## src/rtl/reset_seq_pkg.sv

```systemverilog
// reset_seq_pkg: sequencer state encoding and reset-cause codes.
package reset_seq_pkg;
  typedef enum logic [1:0] {ST_ASSERT, ST_RELEASE, ST_RUN} state_t;
  localparam logic [1:0] CAUSE_WDOG = 2'b00;
  localparam logic [1:0] CAUSE_POR  = 2'b01;
  localparam logic [1:0] CAUSE_EXT  = 2'b10;
  localparam logic [1:0] CAUSE_SW   = 2'b11;
endpackage

```

## src/rtl/reset_seq_if.sv

```systemverilog
// reset_seq_if: request inputs and staged reset outputs of reset_seq.
// RESET_SEQ_WDOG_EN adds the wdog_kick request.
interface reset_seq_if #(parameter int NUM_DOM = 4);
  logic ext_rst_req, sw_rst_req, test_mode;
  logic [NUM_DOM-1:0] rst_out_n;
  logic seq_busy, seq_done;
  logic [1:0] rst_cause;
`ifdef RESET_SEQ_WDOG_EN
  logic wdog_kick;
  modport master (output ext_rst_req, sw_rst_req, test_mode, wdog_kick,
                  input rst_out_n, seq_busy, seq_done, rst_cause);
  modport slave (input ext_rst_req, sw_rst_req, test_mode, wdog_kick,
                 output rst_out_n, seq_busy, seq_done, rst_cause);
`else
  modport master (output ext_rst_req, sw_rst_req, test_mode,
                  input rst_out_n, seq_busy, seq_done, rst_cause);
  modport slave (input ext_rst_req, sw_rst_req, test_mode,
                 output rst_out_n, seq_busy, seq_done, rst_cause);
`endif
endinterface

```

## src/rtl/reset_seq_filter.sv

```systemverilog
// rst_req_filter: 2-FF synchroniser plus consecutive-high counter for ext_rst_req.
module rst_req_filter #(
  parameter int FILT_CYC = 8
) (
  input  logic clk,
  input  logic rst_async,
  input  logic req,
  output logic ext_hit
);
  localparam int FW = $clog2(FILT_CYC + 1);
  logic s1_q, s2_q;
  logic [FW-1:0] cnt_q, cnt_d;
  always_comb cnt_d = !s2_q ? '0 : (cnt_q == FW'(FILT_CYC)) ? cnt_q : cnt_q + 1'b1;
  always_ff @(posedge clk or posedge rst_async)
    if (rst_async) begin
      s1_q  <= 1'b0;
      s2_q  <= 1'b0;
      cnt_q <= '0;
    end else begin
      s1_q  <= req;
      s2_q  <= s1_q;
      cnt_q <= cnt_d;
    end
  assign ext_hit = cnt_q == FW'(FILT_CYC);
endmodule

```

## src/rtl/reset_seq.sv

```systemverilog
// reset_seq: staged per-domain reset release with ext/sw reset requests and cause tracking.
// RESET_SEQ_WDOG_EN adds a watchdog that restarts the sequence when not kicked in RUN.
module reset_seq import reset_seq_pkg::*; #(
  parameter int NUM_DOM   = 4,
  parameter int STAGE_CYC = 16,
  parameter int FILT_CYC  = 8
`ifdef RESET_SEQ_WDOG_EN
  , parameter int WDOG_CYC = 1024
`endif
) (
  input logic        clk,
  input logic        rst_async,
  reset_seq_if.slave bus
);
  localparam int CW = $clog2(STAGE_CYC);
  localparam int IW = $clog2(NUM_DOM + 1);
  localparam logic [NUM_DOM-1:0] ONE = NUM_DOM'(1);
  state_t state_q, state_d;
  logic [CW-1:0] cnt_q, cnt_d;
  logic [IW-1:0] idx_q, idx_d;
  logic [NUM_DOM-1:0] rout_q, rout_d;
  logic [1:0] cause_q, cause_d;
  logic done_q, done_d;
  logic ext_hit, wdog_fire, restart, last;
  rst_req_filter #(.FILT_CYC(FILT_CYC)) u_filt (
    .clk(clk), .rst_async(rst_async), .req(bus.ext_rst_req), .ext_hit(ext_hit)
  );
`ifdef RESET_SEQ_WDOG_EN
  localparam int WW = $clog2(WDOG_CYC);
  logic [WW-1:0] wcnt_q, wcnt_d;
  assign wdog_fire = state_q == ST_RUN && wcnt_q == WW'(WDOG_CYC - 1) && !bus.wdog_kick;
  always_comb wcnt_d = (state_q != ST_RUN || bus.wdog_kick || wdog_fire) ? '0 : wcnt_q + 1'b1;
  always_ff @(posedge clk or posedge rst_async)
    if (rst_async) wcnt_q <= '0;
    else wcnt_q <= wcnt_d;
`else
  assign wdog_fire = 1'b0;
`endif
  assign restart = ext_hit || wdog_fire || (bus.sw_rst_req && state_q == ST_RUN);
  assign last = idx_q == IW'(NUM_DOM - 1);
  // ASSERT holds idx=0, so the end of the initial hold releases domain 0 like any later stage
  always_comb begin
    state_d = state_q;
    cnt_d   = cnt_q + 1'b1;
    idx_d   = idx_q;
    rout_d  = rout_q;
    cause_d = cause_q;
    done_d  = 1'b0;
    if (restart) begin
      state_d = ST_ASSERT;
      cnt_d   = '0;
      idx_d   = '0;
      rout_d  = '0;
      cause_d = ext_hit ? CAUSE_EXT : wdog_fire ? CAUSE_WDOG : CAUSE_SW;
    end else if (state_q == ST_RUN) begin
      cnt_d = '0;
    end else if (cnt_q == CW'(STAGE_CYC - 1)) begin
      cnt_d   = '0;
      rout_d  = rout_q | (ONE << idx_q);
      idx_d   = idx_q + 1'b1;
      state_d = last ? ST_RUN : ST_RELEASE;
      done_d  = last;
    end
  end
  always_ff @(posedge clk or posedge rst_async)
    if (rst_async) begin
      state_q <= ST_ASSERT;
      cnt_q   <= '0;
      idx_q   <= '0;
      rout_q  <= '0;
      cause_q <= CAUSE_POR;
      done_q  <= 1'b0;
    end else begin
      state_q <= state_d;
      cnt_q   <= cnt_d;
      idx_q   <= idx_d;
      rout_q  <= rout_d;
      cause_q <= cause_d;
      done_q  <= done_d;
    end
  assign bus.rst_out_n = bus.test_mode ? {NUM_DOM{~rst_async}} : rout_q;
  assign bus.seq_busy  = state_q != ST_RUN;
  assign bus.seq_done  = done_q;
  assign bus.rst_cause = cause_q;
endmodule

```

## src/flat_wrapper.sv

```systemverilog
// flat-port wrapper written by rule: the top's interface ports become plain ports
module reset_seq_flat import reset_seq_pkg::*;
#(
  parameter int NUM_DOM   = 4,
  parameter int STAGE_CYC = 16,
  parameter int FILT_CYC  = 8

)
  (clk, rst_async, bus_ext_rst_req, bus_sw_rst_req, bus_test_mode, bus_rst_out_n, bus_seq_busy, bus_seq_done, bus_rst_cause);
  reset_seq_if #(.NUM_DOM(NUM_DOM)) bus_i ();
  input logic clk;
  input logic rst_async;
  input wire logic [$bits(bus_i.ext_rst_req)-1:0] bus_ext_rst_req;
  input wire logic [$bits(bus_i.sw_rst_req)-1:0] bus_sw_rst_req;
  input wire logic [$bits(bus_i.test_mode)-1:0] bus_test_mode;
  output wire logic [$bits(bus_i.rst_out_n)-1:0] bus_rst_out_n;
  output wire logic [$bits(bus_i.seq_busy)-1:0] bus_seq_busy;
  output wire logic [$bits(bus_i.seq_done)-1:0] bus_seq_done;
  output wire logic [$bits(bus_i.rst_cause)-1:0] bus_rst_cause;
  assign bus_i.ext_rst_req = bus_ext_rst_req;
  assign bus_i.sw_rst_req = bus_sw_rst_req;
  assign bus_i.test_mode = bus_test_mode;
  assign bus_rst_out_n = bus_i.rst_out_n;
  assign bus_seq_busy = bus_i.seq_busy;
  assign bus_seq_done = bus_i.seq_done;
  assign bus_rst_cause = bus_i.rst_cause;
  reset_seq #(.NUM_DOM(NUM_DOM), .STAGE_CYC(STAGE_CYC), .FILT_CYC(FILT_CYC)) u_core (.clk(clk), .rst_async(rst_async), .bus(bus_i));
endmodule
```

## config.mk

```make
export PLATFORM = sky130hd
export DESIGN_NAME = reset_seq_flat
export DESIGN_NICKNAME = d
export VERILOG_FILES = /design/src/rtl/reset_seq_pkg.sv /design/src/rtl/reset_seq_if.sv /design/src/rtl/reset_seq_filter.sv /design/src/rtl/reset_seq.sv /design/src/flat_wrapper.sv
export SDC_FILE = /design/constraint.sdc
export NUM_CORES = 1
export LEC_CHECK = 0
export BUFFER_PORTS_ARGS = -buffer_cell sky130_fd_sc_hd__buf_2
export CAP_MARGIN = 20
export CORE_MARGIN = 3
export CORE_UTILIZATION = 30
export DETAILED_ROUTE_END_ITERATION = 8
export HOLD_SLACK_MARGIN = 0.02
export PLACE_DENSITY = 0.59
export SYNTH_ARGS = -nofsm -noshare
export SYNTH_HDL_FRONTEND = slang
export SYNTH_SLANG_ARGS = --single-unit
```

## constraint.sdc

```tcl
create_clock -name clk -period 1.5 [get_ports clk]
set_clock_uncertainty 0.05 [all_clocks]
set_input_delay 0.3 -clock clk [delete_from_list [all_inputs] [get_ports clk]]
set_output_delay 0.3 -clock clk [all_outputs]
set_load 0.1 [all_outputs]
```

==> summary.md, run 1 <==
| Metric | Value |
|---|---|
| Share of the synthesized area in compound gates (AO/OA/AOI/OAI) | 13.4% |
| Full die area | 4300 µm² |
| Synthesized instance count | 95 |
| Detailed-route wire length per cell | 12.8 µm |
| Placer Congestion | 0.828 |
| Cell accounting for the most synthesized area | sky130_fd_sc_hd__dfrtp_1 |
| Overall routed net length | 2230 µm |
| Layout overhead on the synthesized area | 41.2% |
| Crit Path Class | reg -> out |
| Via count of the first global-routing pass | 799 |
| TritonRoute pass-1 iters | 4 |
| Number of setup violations in the final report | 2 |
| H-Tree Depth | 1 |
| Slowest stage cell, crit path | sky130_fd_sc_hd__dfrtp_1 |
| Number of flops mapped to enable cells by yosys | 0 |
| Max Cap Violations | 0 |
| Overall global routing resource usage | 11.2% |
| Leak Pwr | 0.707 nW |
| Most common cell in the synthesized netlist | sky130_fd_sc_hd__dfrtp_1 |
| Clock Root Buffer | sky130_fd_sc_hd__clkbuf_4 |
| Finished Core Util | 44.4% |
| Gate family responsible for the most delay along the worst path | flip-flops |
| Diode insertion count for antenna repair | 0 |
| Classification of the worst-slack hold path | in -> async |
| HPWL after DPL | 1630 µm |
| Crit. End Element | output port |
| Largest net degree at the start of global routing | 23 |
| Number of nets in the layout | 143 |
| Post-synthesis xor/xnor area fraction | 3.29% |
| Antenna viol nets, final | 0 |
| Overall power after layout | 2.29 mW |
| Delay of the slowest cell on the worst path | 0.40 ns |
| Critical Path Fanout Max | 2 |
| Quantity of I/O buffers inserted on ports | 12 |
| DIE HEIGHT | 65.6 µm |
| Routed via count | 814 |
| Post-synth cell types | 28 |
| Clock insertion delay at the later pin of the skew report | 0.31 ns |
| Fin crit period | 1.62 ns |
| Setup slack of the critical path after layout | -0.119 ns |
| Die width | 65.6 µm |
| Initial core utilization | 31.4% |
| Most frequent cells after synthesis | sky130_fd_sc_hd__dfrtp_1 (21), sky130_fd_sc_hd__inv_1 (9), sky130_fd_sc_hd__ha_1 (8) |
| Max-slew violations | 0 |
| DRC violations left | 0 |
| Final hold violation count | 0 |
| Worst voltage drop across the vdd grid | 0.503 mV |
| Initial antenna violation count | 0 |
| Synthesized netlist net count | 108 |
| Setup repair after global routing missed its margin | true |
| Drt first-iter violations | 27 |
| Wire length of the first global-routing pass | 3680 µm |
| Failing checks | setup timing |
| Worst Path Buf+Inv | 2 |
| Post-synth ARST share | 100% |
| Post-Syn Area | 1060 µm² |
| Combinational family with the most area after synthesis | simple AND/OR/NAND/NOR gates |
| Core Area | 3390 µm² |
| Power per standard cell area | 1520 nW/µm² |
| Dominant register cell in the synthesized netlist | sky130_fd_sc_hd__dfrtp_1 |
| Count of warnings emitted by yosys | 0 |
| Synth top area share | 49.4% |
| Worst path required time | 1.15 ns |
| Sinks on the clock net | 22 |
| Top-Level Pins | 13 |
| Vias per Instance | 4.65 |
| Row count | 21 |
| Result of the run | finished, violations left |
| Tightest Pin Transition | 0.483 ns |
| Highest attainable clock frequency | 618 MHz |
| Total CTS buffers | 3 |
| Relative slew slack | 68.0% |
| Simple-gate area share of the yosys netlist | 16.8% |
| Post-synthesis register bit count | 22 |
| Post-Synthesis Mean Instance Area | 11.2 µm² |
| Startpoint type of the worst setup path | register |
| Sequential cell area fraction in the yosys report | 51.8% |
| CTS tree | yes |
| Number of buffers on the longest clock path | 2 |
| Total grt overflow | 0 |
| Clock transition at the registers of the reported paths | 0.13 ns |
| Fraction of final layout cells sized beyond drive strength 1 | 44.2% |
| Filler instances | 327 |
| Crit path arrival time | 1.27 ns |
| Period Utilization, post-route | 108% |
| Worst path cell trace | and2b_4, clkinvlp_4, buf_12 |
| Mux contribution to synthesized area | 1.06% |
| Arithmetic-cell share of the synthesized area counting full adders, half adders and majority gates | 9.40% |
| Synth top area cells | sky130_fd_sc_hd__dfrtp_1 (49%), sky130_fd_sc_hd__ha_1 (9.4%), sky130_fd_sc_hd__a21oi_1 (3.3%), sky130_fd_sc_hd__inv_1 (3.2%), sky130_fd_sc_hd__a22o_2 (2.8%) |
[cells in the final DEF, fill, tap and decap left out, drive strengths merged, types with 2 or more instances in the layout]
| master | synthesis | final |
|---|---|---|
| dfrtp | 21 | 21 |
| and3 | 4 | 4 |
| xnor2 | 2 | 2 |
| nand2 | 6 | 6 |
| a21boi | 2 | 2 |
| clkbuf | 0 | 4 |
| a22o | 3 | 3 |
| ha | 8 | 8 |
| nand3 | 5 | 5 |
| nor2 | 6 | 6 |
| a21oi | 8 | 8 |
| clkinvlp | 0 | 2 |
| nor3 | 2 | 2 |
| inv | 9 | 7 |
| nand3b | 2 | 2 |
| xor2 | 2 | 2 |
| buf | 1 | 30 |
| o211ai | 3 | 3 |
[final timing paths]
check	startpoint	to	slack [ns]	depth (start not counted)
max	u_core.state_q[0]	bus_seq_busy	-0.12	3
min	rst_async	u_core.bus.seq_done	0.06	3
max reg2reg	u_core.idx_q[0]	u_core.idx_q[2]	0.05	4
min reg2reg	u_core.u_filt.s1_q	u_core.u_filt.s2_q	0.31	0
max in group asynchronous	rst_async	u_core.bus.rst_cause[0]	1.06	3
min in group clk	bus_sw_rst_req	u_core.bus.rst_cause[1]	0.24	3
[flip-flops by register name, indices dropped and copies added (netlist names)]
register              count
u_core.u_filt.s1_q        1
u_core.idx_q              3
u_core.u_filt.s2_q        1
u_core.u_filt.cnt_q       4
u_core.state_q            2
u_core.bus.rst_cause      2
u_core.rout_q             4
u_core.cnt_q              4
u_core.bus.seq_done       1
[report_power, final]
part	internal [mW]	switching (mW)	leakage [nW]
Combinational	0.515	0.595	0.415
Sequential	0.762	0.124	0.277
Clock	0.104	0.186	0.0150
[kinds of logic (layout without fill, tap and decap cells)]
| logic type | Yosys count | in the layout |
|---|---|---|
| adder cells (fa/ha/maj) | 8 | 8 |
| buffers and inverters | 10 | 44 |
| AO/OA/AOI/OAI | 19 | 19 |
| flip-flops | 22 | 22 |
| multiplexers | 1 | 1 |
| AND/OR/NAND/NOR | 31 | 31 |
| XOR/XNOR | 4 | 4 |
[worst reg2reg max path, stage by stage, from the launching register on]
cell                      delay [ns]
sky130_fd_sc_hd__dfrtp_1        0.41
sky130_fd_sc_hd__ha_2           0.19
sky130_fd_sc_hd__ha_1           0.26
sky130_fd_sc_hd__or3_1          0.36
sky130_fd_sc_hd__a21oi_2        0.13
[stage by stage]
step                instances  setup TNS (ns)  hold slack (ns)  area [µm²]  setup slack, ns
finish                    175          -0.127           0.0580        1500           -0.119
global route              175          -0.350           0.0651        1500           -0.185
CTS                       170          -0.169           0.0350        1440           -0.139
detailed placement        162         -0.0374            0.295        1380          -0.0195
global placement          162               0            0.289        1380           0.0401
floorplan                  95           -1.16            0.119        1100           -0.145
[layer usage]
| metal | wire length, µm | vias to the layer above | track usage (%) |
|---|---|---|---|
| li1 | - | 394 | - |
| met1 | 995 | 397 | 13.9 |
| met2 | 1140 | 21 | 19.0 |
| met3 | 85 | 2 | 2.05 |
| met4 | 11 | 0 | 4.40 |
| met5 | 0 | - | 0 |
[final cells by class]
class                           instances  area (µm²)  area share, %
Timing Repair Buffer                   31         295           19.6
Clock buffer                            4        26.3           1.75
Inverter                                9        41.3           2.75
Multi-Input combinational cell         63         532           35.4
Tap cell                               46        57.6           3.83
Sequential cell                        22         552           36.7
[timing repair]
action                                 in CTS  in global routing
hold buffers                                0                  1
gates resized for setup                     3                  8
endpoints found under the hold margin       0                  1
buffers inserted                            4                  4
setup endpoints to repair                   7                 10
pin swaps                                   1                  4
Power figures use the tool's default switching activity.
==> run 2: changes to the inputs <==
ABC_AREA = 1   (was default)
==> summary.md, run 2 <==
| Metric | Value |
|---|---|
| Synthesized instance count | 124 |
| Placer Congestion | 0.805 |
| Classification of the worst-slack hold path | in -> async |
| Period Utilization, post-route | 94.8% |
| Overall global routing resource usage | 10.3% |
| Crit path arrival time | 1.07 ns |
| Clock insertion delay at the later pin of the skew report | 0.26 ns |
| TritonRoute pass-1 iters | 4 |
| Met1 GRT Util | 12.1% |
| Setup repair after global routing missed its margin | false |
| Startpoint type of the worst setup path | register |
| Total grt overflow | 0 |
| Post-Syn Area | 1100 µm² |
| Post-Synthesis Mean Instance Area | 8.89 µm² |
| Register Area | 553 µm² |
| Detailed-route wire length per cell | 10.7 µm |
| Initial antenna violation count | 0 |
| Die width | 66.6 µm |
| CTS tree | yes |
| Post-synth ARST share | 100% |
| Sinks on the clock net | 22 |
| Leak Pwr | 0.729 nW |
| Cell count of the worst reg-to-reg path | 6 |
| Hold Buf Count CTS | 0 |
| Initial core utilization | 32.0% |
| Total CTS buffers | 3 |
| HPWL after DPL | 1520 µm |
| Crit. End Element | output port |
| Routed via count | 832 |
| Drt first-iter violations | 43 |
| Synthesized netlist net count | 137 |
| Post-synth cell types | 21 |
| Most frequent cells after synthesis | sky130_fd_sc_hd__nand2_1 (23), sky130_fd_sc_hd__dfrtp_1 (21), sky130_fd_sc_hd__inv_1 (21) |
| Core Area | 3440 µm² |
| Largest net degree at the start of global routing | 23 |
| Count of warnings emitted by yosys | 0 |
| Cell accounting for the most synthesized area | sky130_fd_sc_hd__dfrtp_1 |
| Highest attainable clock frequency | 703 MHz |
| Via count of the first global-routing pass | 857 |
| DIE HEIGHT | 66.6 µm |
| Layout overhead on the synthesized area | 30.9% |
| Met3 track demand over resource | 1.52% |
| Full die area | 4440 µm² |
| Dominant register cell in the synthesized netlist | sky130_fd_sc_hd__dfrtp_1 |
| Number of flops mapped to enable cells by yosys | 0 |
| Diode insertion count for antenna repair | 0 |
| Post-CTS Resized | 0 |
| Clock Root Buffer | sky130_fd_sc_hd__clkbuf_8 |
| Layer with the highest usage after global routing | met2 |
| Most common cell after layout, fill and taps aside | sky130_fd_sc_hd__nand2_1 |
| Number of buffers on the longest clock path | 2 |
| Filler instances | 338 |
| Fraction of final layout cells sized beyond drive strength 1 | 26.4% |
| Quantity of I/O buffers inserted on ports | 12 |
| Overall routed net length | 1990 µm |
| Multi-input gate area in the final layout | 503 µm² |
| Top-Level Pins | 13 |
| H-Tree Depth | 1 |
| Most common cell in the synthesized netlist | sky130_fd_sc_hd__nand2_1 |
| Buffers inserted during post-CTS setup optimization | 0 |
| Antenna viol nets, final | 0 |
| Fin crit period | 1.42 ns |
| Number of setup violations in the final report | 0 |
| GRT met2 Usage | 17.9% |
| Max-slew violations | 0 |
| Synth top area share | 47.7% |
| Most used cells in the layout excluding fill and tap cells | sky130_fd_sc_hd__nand2_1 (22), sky130_fd_sc_hd__dfrtp_1 (20), sky130_fd_sc_hd__inv_1 (19), sky130_fd_sc_hd__nand3_1 (14), sky130_fd_sc_hd__nor2_1 (12) |
| Crit Path Class | reg -> out |
| Synth top area cells | sky130_fd_sc_hd__dfrtp_1 (48%), sky130_fd_sc_hd__ha_1 (9.1%), sky130_fd_sc_hd__nand2_1 (7.8%), sky130_fd_sc_hd__inv_1 (7.2%), sky130_fd_sc_hd__nand3_1 (6.4%) |
| Worst setup slack before clock tree synthesis | 0.130 ns |
| Sequential cell area fraction in the yosys report | 50.1% |
| Critical Path Fanout Max | 9 |
| Setup slack of the critical path after layout | 0.0777 ns |
| Clock transition at the registers of the reported paths | 0.08 ns |
| Post-synthesis register bit count | 22 |
| Worst voltage drop across the vdd grid | 0.486 mV |
| Row count | 21 |
| Tightest Pin Transition | 0.484 ns |
| Result of the run | finished clean |
| Relative slew slack | 68.0% |
| Final hold violation count | 0 |
| Sum of negative setup slack | 0 ns |
| Vias per Instance | 4.47 |
| Max Cap Violations | 0 |
| Largest registers | u_core.cnt_q: 4 flops, u_core.rout_q: 4 flops, u_core.u_filt.cnt_q: 4 flops |
| DRC violations left | 0 |
| Power per standard cell area | 1800 nW/µm² |
| Wire length of the first global-routing pass | 3530 µm |
| Worst path required time | 1.15 ns |
| Number of nets in the layout | 154 |
[run 2: changes by cell type in the layout (fill, tap and decap cells not counted), moves of 3 or more]
| cell | change |
|---|---|
| sky130_fd_sc_hd__nand2_1 | +17 |
| sky130_fd_sc_hd__nand4_1 | +4 |
| sky130_fd_sc_hd__clkbuf_4 | -3 |
| sky130_fd_sc_hd__inv_1 | +14 |
| sky130_fd_sc_hd__and3_1 | -3 |
| sky130_fd_sc_hd__a22o_2 | -3 |
| sky130_fd_sc_hd__clkbuf_8 | +3 |
| sky130_fd_sc_hd__o21ai_4 | +4 |
| sky130_fd_sc_hd__nand3_1 | +10 |
| sky130_fd_sc_hd__buf_4 | -16 |
| sky130_fd_sc_hd__o211ai_1 | -3 |
| sky130_fd_sc_hd__nor2_1 | +8 |
| sky130_fd_sc_hd__a21oi_4 | -3 |
[run 2: layout make-up]
type / instances / area share (%)
flip-flops and latches: 22 / 38.3
multi-input cells: 77 / 34.9
repair buffers: 14 / 11.4
inverters: 23 / 6.42
well taps: 46 / 3.99
clock buffers: 3 / 2.86
clock inverters: 1 / 2.08
[run 2: worst paths after layout]
check                                       startpoint  slack (ns)                       to
worst min-delay path                         rst_async        0.07  u_core.bus.rst_cause[1]
worst max-delay path                 u_core.state_q[1]        0.08             bus_seq_busy
worst min register to register      u_core.u_filt.s1_q        0.31       u_core.u_filt.s2_q
max in group asynchronous                    rst_async        1.06  u_core.bus.rst_cause[0]
worst max register to register  u_core.u_filt.cnt_q[0]        0.15        u_core.state_q[1]
min in group clk                       bus_ext_rst_req        0.09       u_core.u_filt.s1_q
[run 2: kinds of logic (layout without fill, tap and decap cells)]
kind of cell | Yosys count | after routing | synth area share, %
compound gates | 6 | 6 | 3.06
xor+xnor | 3 | 3 | 2.38
fa+ha+maj | 8 | 8 | 9.08
buf+inv | 25 | 41 | 9.54
flops | 22 | 22 | 50.1
simple gates | 60 | 60 | 25.9
[run 2: where the power goes]
group          internal [mW]  switching, mW
combinational          0.407          0.715
sequential             0.778          0.150
clock                  0.356          0.193
total                   1.54           1.06
[run 2: layer usage]
metal | share of wire, % | routed length, µm | vias up
met4 | 0.70 | 14 | 0
met3 | 5.2 | 103 | 2
met1 | 45 | 887 | 385
li1 | - | - | 419
met5 | 0 | 0 | -
met2 | 49 | 984 | 26
[run 2: stage by stage]
step	hold slack (ns)	cells	util (%)	instance area (µm²)	total power, mW
2_1_floorplan	0.130	124	-	1160	1.73
3_3_place_gp	0.289	182	39.6	1360	2.02
4_1_cts	0.0755	186	41.7	1430	2.62
6_report	0.0725	186	41.9	1440	2.60
3_5_place_dp	0.293	182	39.6	1360	2.06
5_1_grt	0.0852	186	41.9	1440	2.79
[run 2: worst max-delay path, cell delays in order, from the launching register on]
cell and delay (ns):
sky130_fd_sc_hd__dfrtp_1 0.45, sky130_fd_sc_hd__nand2_4 0.17, sky130_fd_sc_hd__buf_12 0.19
==> run 3: changes to the inputs <==
PLACE_DENSITY = 0.46   (was 0.59)
SETUP_SLACK_MARGIN = 0.3   (was default)
==> summary.md, run 3 (synthesized netlist as in run 2, its figures left out) <==
| Metric | Value |
|---|---|
| Result of the run | finished clean |
| Highest attainable clock frequency | 736 MHz |
| Largest net degree at the start of global routing | 23 |
| Worst voltage drop across the vdd grid | 0.672 mV |
| Max-slew violations | 0 |
| Detailed-route wire length per cell | 11.7 µm |
| Crit path arrival time | 1.01 ns |
| Most used cells in the layout excluding fill and tap cells | sky130_fd_sc_hd__dfrtp_1 (20), sky130_fd_sc_hd__nand2_1 (19), sky130_fd_sc_hd__buf_4 (18), sky130_fd_sc_hd__inv_1 (15), sky130_fd_sc_hd__nand3_2 (12) |
| Diode insertion count for antenna repair | 0 |
| Overall routed net length | 2430 µm |
| Initial antenna violation count | 0 |
| Clock insertion delay at the later pin of the skew report | 0.27 ns |
| Via count of the first global-routing pass | 909 |
| Tightest Pin Transition | 0.283 ns |
| Number of buffers on the longest clock path | 2 |
| Antenna viol nets, final | 0 |
| Fraction of final layout cells sized beyond drive strength 1 | 54.7% |
| Initial core utilization | 32.0% |
| Worst slack on hold paths | 0.0646 ns |
| Period Utilization, post-route | 90.6% |
| Startpoint type of the worst setup path | register |
| Crit. End Element | output port |
| Quantity of I/O buffers inserted on ports | 12 |
| Clock Root Buffer | sky130_fd_sc_hd__clkbuf_8 |
| Total CTS buffers | 3 |
| Die width | 66.6 µm |
| Drt first-iter violations | 38 |
| CTS tree | yes |
| DRC violations left | 0 |
| Max Cap Violations | 0 |
| Most common cell after layout, fill and taps aside | sky130_fd_sc_hd__dfrtp_1 |
| Overall global routing resource usage | 12.8% |
| Power per standard cell area | 1760 nW/µm² |
| Leak Pwr | 0.863 nW |
| Wire length of the first global-routing pass | 4250 µm |
| Final hold violation count | 0 |
| Number of setup violations in the final report | 0 |
| Hold Buf Count CTS | 0 |
| Sinks on the clock net | 22 |
| Row count | 21 |
| Total grt overflow | 0 |
| Core Area | 3440 µm² |
| Full die area | 4440 µm² |
| Largest registers | u_core.cnt_q: 4 flops, u_core.rout_q: 4 flops, u_core.u_filt.cnt_q: 4 flops |
| HPWL after DPL | 1490 µm |
| Clock transition at the registers of the reported paths | 0.09 ns |
| Sum of negative setup slack | 0 ns |
| Number of nets in the layout | 175 |
| Fin crit period | 1.36 ns |
| DIE HEIGHT | 66.6 µm |
| TritonRoute pass-1 iters | 3 |
| Critical Path Fanout Max | 2 |
| Placer Congestion | 0.750 |
| Vias per Instance | 4.37 |
| Top-Level Pins | 13 |
| Crit Path Class | reg -> out |
| Routed via count | 905 |
| Relative slew slack | 81.1% |
| Worst path required time | 1.15 ns |
| Setup repair after global routing missed its margin | true |
| Layout overhead on the synthesized area | 64.9% |
| Classification of the worst-slack hold path | in -> async |
| H-Tree Depth | 1 |
-- run 3: cell types whose count changed in the layout (fill, tap and decap cells not counted), moves of 4 or more --
cell	delta
sky130_fd_sc_hd__nor2_1	-5
sky130_fd_sc_hd__buf_6	+4
sky130_fd_sc_hd__nand3_1	-12
sky130_fd_sc_hd__nand3_2	+11
sky130_fd_sc_hd__buf_4	+16
sky130_fd_sc_hd__inv_1	-4
sky130_fd_sc_hd__ha_1	-5
-- run 3: area by class of cell --
cell class              count  area [µm²]
multi-input cells          77         668
inverters                  23        97.6
repair buffers             35         370
well taps                  46        57.6
clock buffers               3        41.3
clock inverters             1        30.0
flip-flops and latches     22         553
fillers                   311        1620
-- run 3: what timing repair did --
action	in CTS	in global routing
setup buffers	14	7
setup endpoints to repair	25	25
pin swaps	8	16
gates resized for setup	26	26
-- run 3: layer usage --
metal	track usage [%]	wire [µm]	share of wire, %
met1	17.1	1090	45
met2	19.7	1210	50
met3	2.53	86	3.5
met4	6.35	51	2.1
met5	0	0	0
-- run 3: critical path, cell delays in order (launching register included) --
cell,delay (ns)
sky130_fd_sc_hd__dfrtp_1,0.35
sky130_fd_sc_hd__inv_1,0.06
sky130_fd_sc_hd__o21ai_4,0.14
sky130_fd_sc_hd__buf_12,0.19
-- run 3: final timing paths --
check / to / slack (ns) / from / cells past startpoint
worst min-delay path: u_core.bus.seq_done / 0.06 / rst_async / 3
max in group asynchronous: u_core.bus.rst_cause[0] / 1.06 / rst_async / 3
worst max register to register: u_core.rout_q[3] / 0.23 / u_core.u_filt.cnt_q[0] / 6
worst min register to register: u_core.u_filt.s2_q / 0.31 / u_core.u_filt.s1_q / 0
min in group clk: u_core.u_filt.s1_q / 0.08 / bus_ext_rst_req / 1
worst max-delay path: bus_rst_out_n[2] / 0.14 / u_core.rout_q[2] / 3
-- run 3: power by group --
group          internal, mW  switching, mW
registers             0.779          0.180
clock network         0.357          0.209
logic                 0.757          0.921
total                  1.89           1.31
-- run 3: through the flow --
| stage | area [µm²] | cells | worst slack (ns) | util (%) | power [mW] |
|---|---|---|---|---|---|
| final | 1820 | 207 | 0.141 | 52.8 | 3.20 |
| after global placement | 1400 | 182 | 0.190 | 40.8 | 2.11 |
| after floorplan | 1200 | 124 | 0.0275 | - | 1.79 |
| after CTS | 1680 | 200 | 0.134 | 48.7 | 3.01 |
| after global routing | 1820 | 207 | 0.0905 | 52.8 | 3.42 |
| after detailed placement | 1400 | 182 | 0.174 | 40.8 | 2.12 |
